--- config.mk ---
export PLATFORM = sky130hd
export DESIGN_NAME = id_ex_stage
export DESIGN_NICKNAME = d
export VERILOG_FILES = /design/src/rtl/riscv_pkg.sv /design/src/rtl/hazard_detect.sv /design/src/rtl/id_ex_stage.sv
export SDC_FILE = /design/constraint.sdc
export NUM_CORES = 1
export LEC_CHECK = 0
export ABC_CLOCK_PERIOD_IN_PS = 6700
export BUFFER_PORTS_ARGS = -buffer_cell sky130_fd_sc_hd__buf_4
export CORE_AREA = 2 2 139 141
export DETAILED_ROUTE_END_ITERATION = 16
export DIE_AREA = 0 0 141 143
export PLACE_DENSITY = 0.72
export RECOVER_POWER = 50
export SETUP_SLACK_MARGIN = 0.3
export SKIP_LAST_GASP = 1
export SYNTH_ARGS = -nofsm -noshare
export SYNTH_HDL_FRONTEND = slang
export SYNTH_SLANG_ARGS = --single-unit
--- constraint.sdc ---
create_clock -name clk -period 6.7 [get_ports clk]
set_input_delay 1.34 -clock clk [delete_from_list [all_inputs] [get_ports clk]]
set_output_delay 1.34 -clock clk [all_outputs]
set_load 0.02 [all_outputs]
--- src/rtl/riscv_pkg.sv ---
// Shared RV32I decode types: writeback source, branch class and the
// control word that travels from control_unit down the pipeline.
package riscv_pkg;

  typedef enum logic [1:0] {
    WB_ALU = 2'b00,
    WB_MEM = 2'b01,
    WB_PC4 = 2'b10
  } wb_src_e;

  // Class of brOp[4:3]; brOp[2:0] carries func3 for conditional branches.
  typedef enum logic [1:0] {
    BRC_NONE = 2'b00,
    BRC_JUMP = 2'b01,
    BRC_COND = 2'b10
  } br_class_e;

  typedef struct packed {
    logic       ruWr;
    logic       aluASrc;
    logic       aluBSrc;
    logic [4:0] brOp;
    logic [3:0] aluOp;
    logic       dmWr;
    logic [2:0] dmCtrl;
    wb_src_e    ruDataWrSrc;
  } ctrl_t;

  localparam ctrl_t CTRL_BUBBLE = ctrl_t'(0);

endpackage

--- src/rtl/hazard_detect.sv ---
// Load-use detector: the instruction in EX is a load whose rd is read by
// the instruction in ID. Both sources compared regardless of use.
module hazard_detect
  import riscv_pkg::*;
(
  input  logic       ex_valid,
  input  logic       ex_ruWr,
  input  logic [1:0] ex_ruDataWrSrc,
  input  logic [4:0] ex_rd,
  input  logic       id_valid,
  input  logic [4:0] id_rs1,
  input  logic [4:0] id_rs2,
  output logic       load_use
);

  assign load_use = ex_valid & ex_ruWr & (ex_ruDataWrSrc == WB_MEM) &
                    (ex_rd != 5'd0) & id_valid &
                    ((id_rs1 == ex_rd) | (id_rs2 == ex_rd));

endmodule

--- src/rtl/id_ex_stage.sv ---
// ID/EX pipeline register with load-use bubble insertion, EX flush,
// downstream hold and saturating debug counters.
module id_ex_stage
  import riscv_pkg::*;
#(
  parameter int XLEN  = 32,
  parameter int CNT_W = 16
) (
  input  logic            clk,
  input  logic            rst_n,
  input  logic            id_valid,
  input  logic            id_ruWr,
  input  logic            id_aluASrc,
  input  logic            id_aluBSrc,
  input  logic [4:0]      id_brOp,
  input  logic [3:0]      id_aluOp,
  input  logic            id_dmWr,
  input  logic [2:0]      id_dmCtrl,
  input  logic [1:0]      id_ruDataWrSrc,
  input  logic [XLEN-1:0] id_pc,
  input  logic [XLEN-1:0] id_rs1_data,
  input  logic [XLEN-1:0] id_rs2_data,
  input  logic [XLEN-1:0] id_imm,
  input  logic [4:0]      id_rs1,
  input  logic [4:0]      id_rs2,
  input  logic [4:0]      id_rd,
  input  logic            ex_flush,
  input  logic            ext_stall,
  output logic            ex_valid,
  output logic            ex_ruWr,
  output logic            ex_aluASrc,
  output logic            ex_aluBSrc,
  output logic [4:0]      ex_brOp,
  output logic [3:0]      ex_aluOp,
  output logic            ex_dmWr,
  output logic [2:0]      ex_dmCtrl,
  output logic [1:0]      ex_ruDataWrSrc,
  output logic [XLEN-1:0] ex_pc,
  output logic [XLEN-1:0] ex_rs1_data,
  output logic [XLEN-1:0] ex_rs2_data,
  output logic [XLEN-1:0] ex_imm,
  output logic [4:0]      ex_rs1,
  output logic [4:0]      ex_rs2,
  output logic [4:0]      ex_rd,
  output logic            id_stall,
  output logic [CNT_W-1:0] bubble_cnt,
  output logic [CNT_W-1:0] flush_cnt
);

  typedef struct packed {
    logic            valid;
    ctrl_t           ctrl;
    logic [XLEN-1:0] pc;
    logic [XLEN-1:0] rs1_data;
    logic [XLEN-1:0] rs2_data;
    logic [XLEN-1:0] imm;
    logic [4:0]      rs1;
    logic [4:0]      rs2;
    logic [4:0]      rd;
  } stage_t;

  stage_t q, d;
  logic   load_use, bubble, load;

  hazard_detect u_hazard (
    .ex_valid       (q.valid),
    .ex_ruWr        (q.ctrl.ruWr),
    .ex_ruDataWrSrc (q.ctrl.ruDataWrSrc),
    .ex_rd          (q.rd),
    .id_valid       (id_valid),
    .id_rs1         (id_rs1),
    .id_rs2         (id_rs2),
    .load_use       (load_use)
  );

  // Gated by rst_n so the stall stays low while the core is held in reset.
  assign id_stall = rst_n & ~ex_flush & (ext_stall | load_use);

  // Flush wins over hold; hold wins over load-use.
  assign bubble = ex_flush | (~ext_stall & load_use);
  assign load   = ex_flush | ~ext_stall;

  always_comb begin
    d.valid            = id_valid;
    d.ctrl.ruWr        = id_ruWr;
    d.ctrl.aluASrc     = id_aluASrc;
    d.ctrl.aluBSrc     = id_aluBSrc;
    d.ctrl.brOp        = id_brOp;
    d.ctrl.aluOp       = id_aluOp;
    d.ctrl.dmWr        = id_dmWr;
    d.ctrl.dmCtrl      = id_dmCtrl;
    d.ctrl.ruDataWrSrc = wb_src_e'(id_ruDataWrSrc);
    d.pc               = id_pc;
    d.rs1_data         = id_rs1_data;
    d.rs2_data         = id_rs2_data;
    d.imm              = id_imm;
    d.rs1              = id_rs1;
    d.rs2              = id_rs2;
    d.rd               = id_rd;
    if (bubble) begin
      d      = stage_t'(0);
      d.ctrl = CTRL_BUBBLE;
    end
  end

  always_ff @(posedge clk or negedge rst_n) begin
    if (!rst_n) begin
      q          <= stage_t'(0);
      bubble_cnt <= '0;
      flush_cnt  <= '0;
    end else begin
      if (load) q <= d;
      if (ex_flush && flush_cnt != '1)
        flush_cnt <= flush_cnt + CNT_W'(1);
      if (!ex_flush && !ext_stall && load_use && bubble_cnt != '1)
        bubble_cnt <= bubble_cnt + CNT_W'(1);
    end
  end

  assign ex_valid       = q.valid;
  assign ex_ruWr        = q.ctrl.ruWr;
  assign ex_aluASrc     = q.ctrl.aluASrc;
  assign ex_aluBSrc     = q.ctrl.aluBSrc;
  assign ex_brOp        = q.ctrl.brOp;
  assign ex_aluOp       = q.ctrl.aluOp;
  assign ex_dmWr        = q.ctrl.dmWr;
  assign ex_dmCtrl      = q.ctrl.dmCtrl;
  assign ex_ruDataWrSrc = q.ctrl.ruDataWrSrc;
  assign ex_pc          = q.pc;
  assign ex_rs1_data    = q.rs1_data;
  assign ex_rs2_data    = q.rs2_data;
  assign ex_imm         = q.imm;
  assign ex_rs1         = q.rs1;
  assign ex_rs2         = q.rs2;
  assign ex_rd          = q.rd;

endmodule
==> key figures <==
Worst setup path
  – Worst Setup End Kind: output port
  – CP Launch Type: flop
  – Critical Path RT: 5.36 ns
  – Bufs and invs on worst path: 1
  – Crit-path slowest cell: nand2b_4
  – Critical setup path kind: flop to output port
  – CP peak stage delay: 0.71 ns
  – Cell family with most CP delay: simple AND/OR/NAND/NOR gates
  – R2r setup slk: 3.16 ns
  – CP Data Arrival Time: 2.97 ns
  – Critical-path cell list: or4_1 -> o211ai_2 -> nand2b_4 -> a21oi_1 -> buf_4
  – Worst-path maximum fanout: 67
  – CP startpoint: ex_rd[0]$_DFFE_PN0P_
  – Worst r2r src: ex_rd[0]$_DFFE_PN0P_

Clocking
  – CTS tree: done
  – Reg clk slew, reported paths: about 0.07 ns
  – Post_cts resized: 0
  – Clock root buffer: clkbuf_16
  – Hold Buf Count CTS: 0
  – Post-CTS Setup Bufs: 0
  – Inserted Clock Buffers: 17
  – Clk_lat worst skew: 0.43 ns
  – CTS Sinks: 194
  – Maximum root-to-sink buffer count: 2
  – CTS H-tree lvls: 4

Placement
  – GPL Wtd Cong: 0.869
  – Post-place setup slack: 2.41 ns
  – I/O Buffers: 360
  – DP HPWL: approximately 16 mm
  – Post-Place Cells: 1,122

Pwr
  – Internal Pwr Total: 1.93 mW
  – P_leak: 4.83 nW
  – Maximum VDD drop: 0.166 mV
  – Sw Ratio: 0.292
  – Comb power frac: 0.160
  – Clock Power Share: 0.361
  – Sw Pwr: 0.795 mW
  – Sequential share of power: 0.480
  – Pwr/cell area: 257 nW/µm²

Yosys
  – Post-Syn Instances: 578
  – Library cells used by synthesis: 38
  – Ys Warns: 0
  – Synthesized area: 7800 µm²
  – Sequential area share after synthesis: 0.622
  – Synthesized Nets: 746
  – #FFs+latches synth: between 150 and 200
  – Syn Area/Cell: 13.5 µm²
  – Yosys top cell area share: 0.622
  – Largest area contributor in the netlist: dfrtp_1
  – Synth top area cells: dfrtp_1 (62%), a32o_1 (18%), xnor2_1 (3.7%), clkbuf_1 (1.8%), nand3_1 (1.4%)

Drt
  – Vias: 6,462
  – DRC: 0
  – Detail Route Antenna Nets: 0
  – Via-to-Cell Ratio: 5.60
  – WL per Instance: approximately 19 µm
  – Pre-antenna DRT Iters: 5
  – Drt first-iter violations: 458
  – Total routed wirelength: 22.5 mm

STA
  – Final setup TNS: 0 ns
  – Worst-Margin Slew: 2.33 ns
  – Fin crit share: 0.643
  – Clk_skew: 0.0121 ns
  – Setup violators final: 0
  – Worst rel slew slack: -0.553
  – Slew Limit Fails: 44
  – Fin crit period: 4.31 ns
  – PnR worst setup slack: 2.39 ns
  – Max Clock Freq: 232 MHz
  – RSZ-0062 raised after global routing: false
  – Final hold violations: 0

Finish
  – Proportion of layout cells with a drive suffix above 1: 0.292
  – Final #Nets: approximately 1,100
  – Most common cell after layout, fill and taps aside: buf_4
  – Most frequent cells in the layout: buf_4 (220), dfrtp_1 (194), clkbuf_1 (146)
  – Finished Layout Cells: 1,154
  – Layout area overhead: 36.1%
  – Diodes inserted: 0

Global route
  – First-pass GRT wire length: 34.8 mm
  – Vias in the first global route: ~6,500
  – Gr usage total: 0.219
  – Initial antenna violation count: 0
  – Largest net degree at the start of global routing: 98
  – GRT overflow: 0

Die
  – IO Count: between 300 and 400
  – Die Footprint: 20,200 µm²
  – Die W: 141 µm
  – Core area: around 19,000 µm²
  – Initial Util: 0.420
  – Height of the chip: 143 µm
  – Row cnt: 50

Run status
  – Status: finished with violations
  – Failing checks: max-capacitance violations, max-slew violations

Min path
  – HP Class: flop to flop
  – Min-delay src: ex_rs1_data[31]$_DFFE_PN0P_

Job
  – Max Cap Viol: 1
==> layer usage <==
metal	wire length, µm	GRT usage	up-vias
met2	11300	0.365	290
met1	8780	0.269	3195
met4	557	0.0816	0
met5	0	0	-
li1	-	-	2942
met3	1820	0.0684	35
==> area by class of cell <==
cell class	count	area [µm²]
fillers	1680	7960
flip-flops and latches	194	4850
multi-input cells	324	2670
repair buffers	367	2210
clock buffers	17	425
well taps	234	293
clock inverters	15	146
inverters	3	11.3
==> worst paths after layout <==
kind / cells after the start / end
setup reg to reg: 5 / ex_aluASrc$_DFFE_PN0P_
setup / recovery: 5 / id_stall
min in group asynchronous: 1 / ex_pc[23]$_DFFE_PN0P_
max in group asynchronous: 2 / flush_cnt[12]$_DFFE_PN0P_
hold / removal: 1 / ex_rs1_data[31]$_DFFE_PN0P_
hold reg to reg: 1 / ex_rs1_data[31]$_DFFE_PN0P_
==> power groups by stage <==
| stage | Clock [mW] | Sequential [mW] | Combinational [mW] |
|---|---|---|---|
| floorplan | 0 | 1.41 | 0.127 |
| global placement | 0 | 1.33 | 0.477 |
| detailed placement | 0 | 1.33 | 0.481 |
| CTS | 1.01 | 1.31 | 0.482 |
| global route | 1.07 | 1.32 | 0.468 |
| finish | 0.982 | 1.31 | 0.435 |
==> kinds of logic after synthesis <==
kind of cell / count (synthesis) / synth area share
xor+xnor: 36 / 0.0404
flops: 194 / 0.622
buf+inv: 60 / 0.0378
simple gates: 111 / 0.0778
fa+ha+maj: 2 / 0.00321
compound gates: 172 / 0.214
mux: 3 / 0.00433
==> flip-flops by register name, summed over array words and instances (netlist names), 5 cells and up <==
name	count
ex_brOp	5
ex_rs2_data	32
ex_rs1	5
bubble_cnt	16
flush_cnt	16
ex_rs2	5
ex_pc	32
ex_imm	32
ex_rs1_data	32
ex_rd	5
==> synth_stat cells <==
cell type,number
clkbuf_1,37
xor2_1,3
buf_4,3
nand3b_1,1
or4_1,1
nand4_1,11
nor2_2,1
xnor2_1,33
a22o_1,10
buf_6,6
a32o_1,143
a21oi_1,2
o31a_1,2
a31o_2,8
a31oi_1,1
nor3_1,1
nand2_1,18
ha_1,2
o21a_1,1
nand4b_1,2
and4b_1,1
and4_1,3
nor2b_1,2
buf_2,11
inv_1,3
nor3b_1,12
and3_1,11
mux2_2,3
and2_1,2
or2_2,1
nand3_1,22
o22ai_1,2
dfrtp_1,194
o211ai_2,1
o2bb2ai_1,1
nor2_1,19
nand2b_1,3
o21bai_1,1
==> per-stage QoR <==
step	hold slack [ns]	util	area, µm²	total power, mW
after floorplan	0.589	-	7800	1.54
after global placement	0.474	0.570	10600	1.80
after detailed placement	0.482	0.570	10600	1.81
after CTS	0.496	0.601	11200	2.80
after global routing	0.499	0.571	10600	2.85
final	0.488	0.571	10600	2.72
No activity file was read; power rests on OpenSTA's default activity.
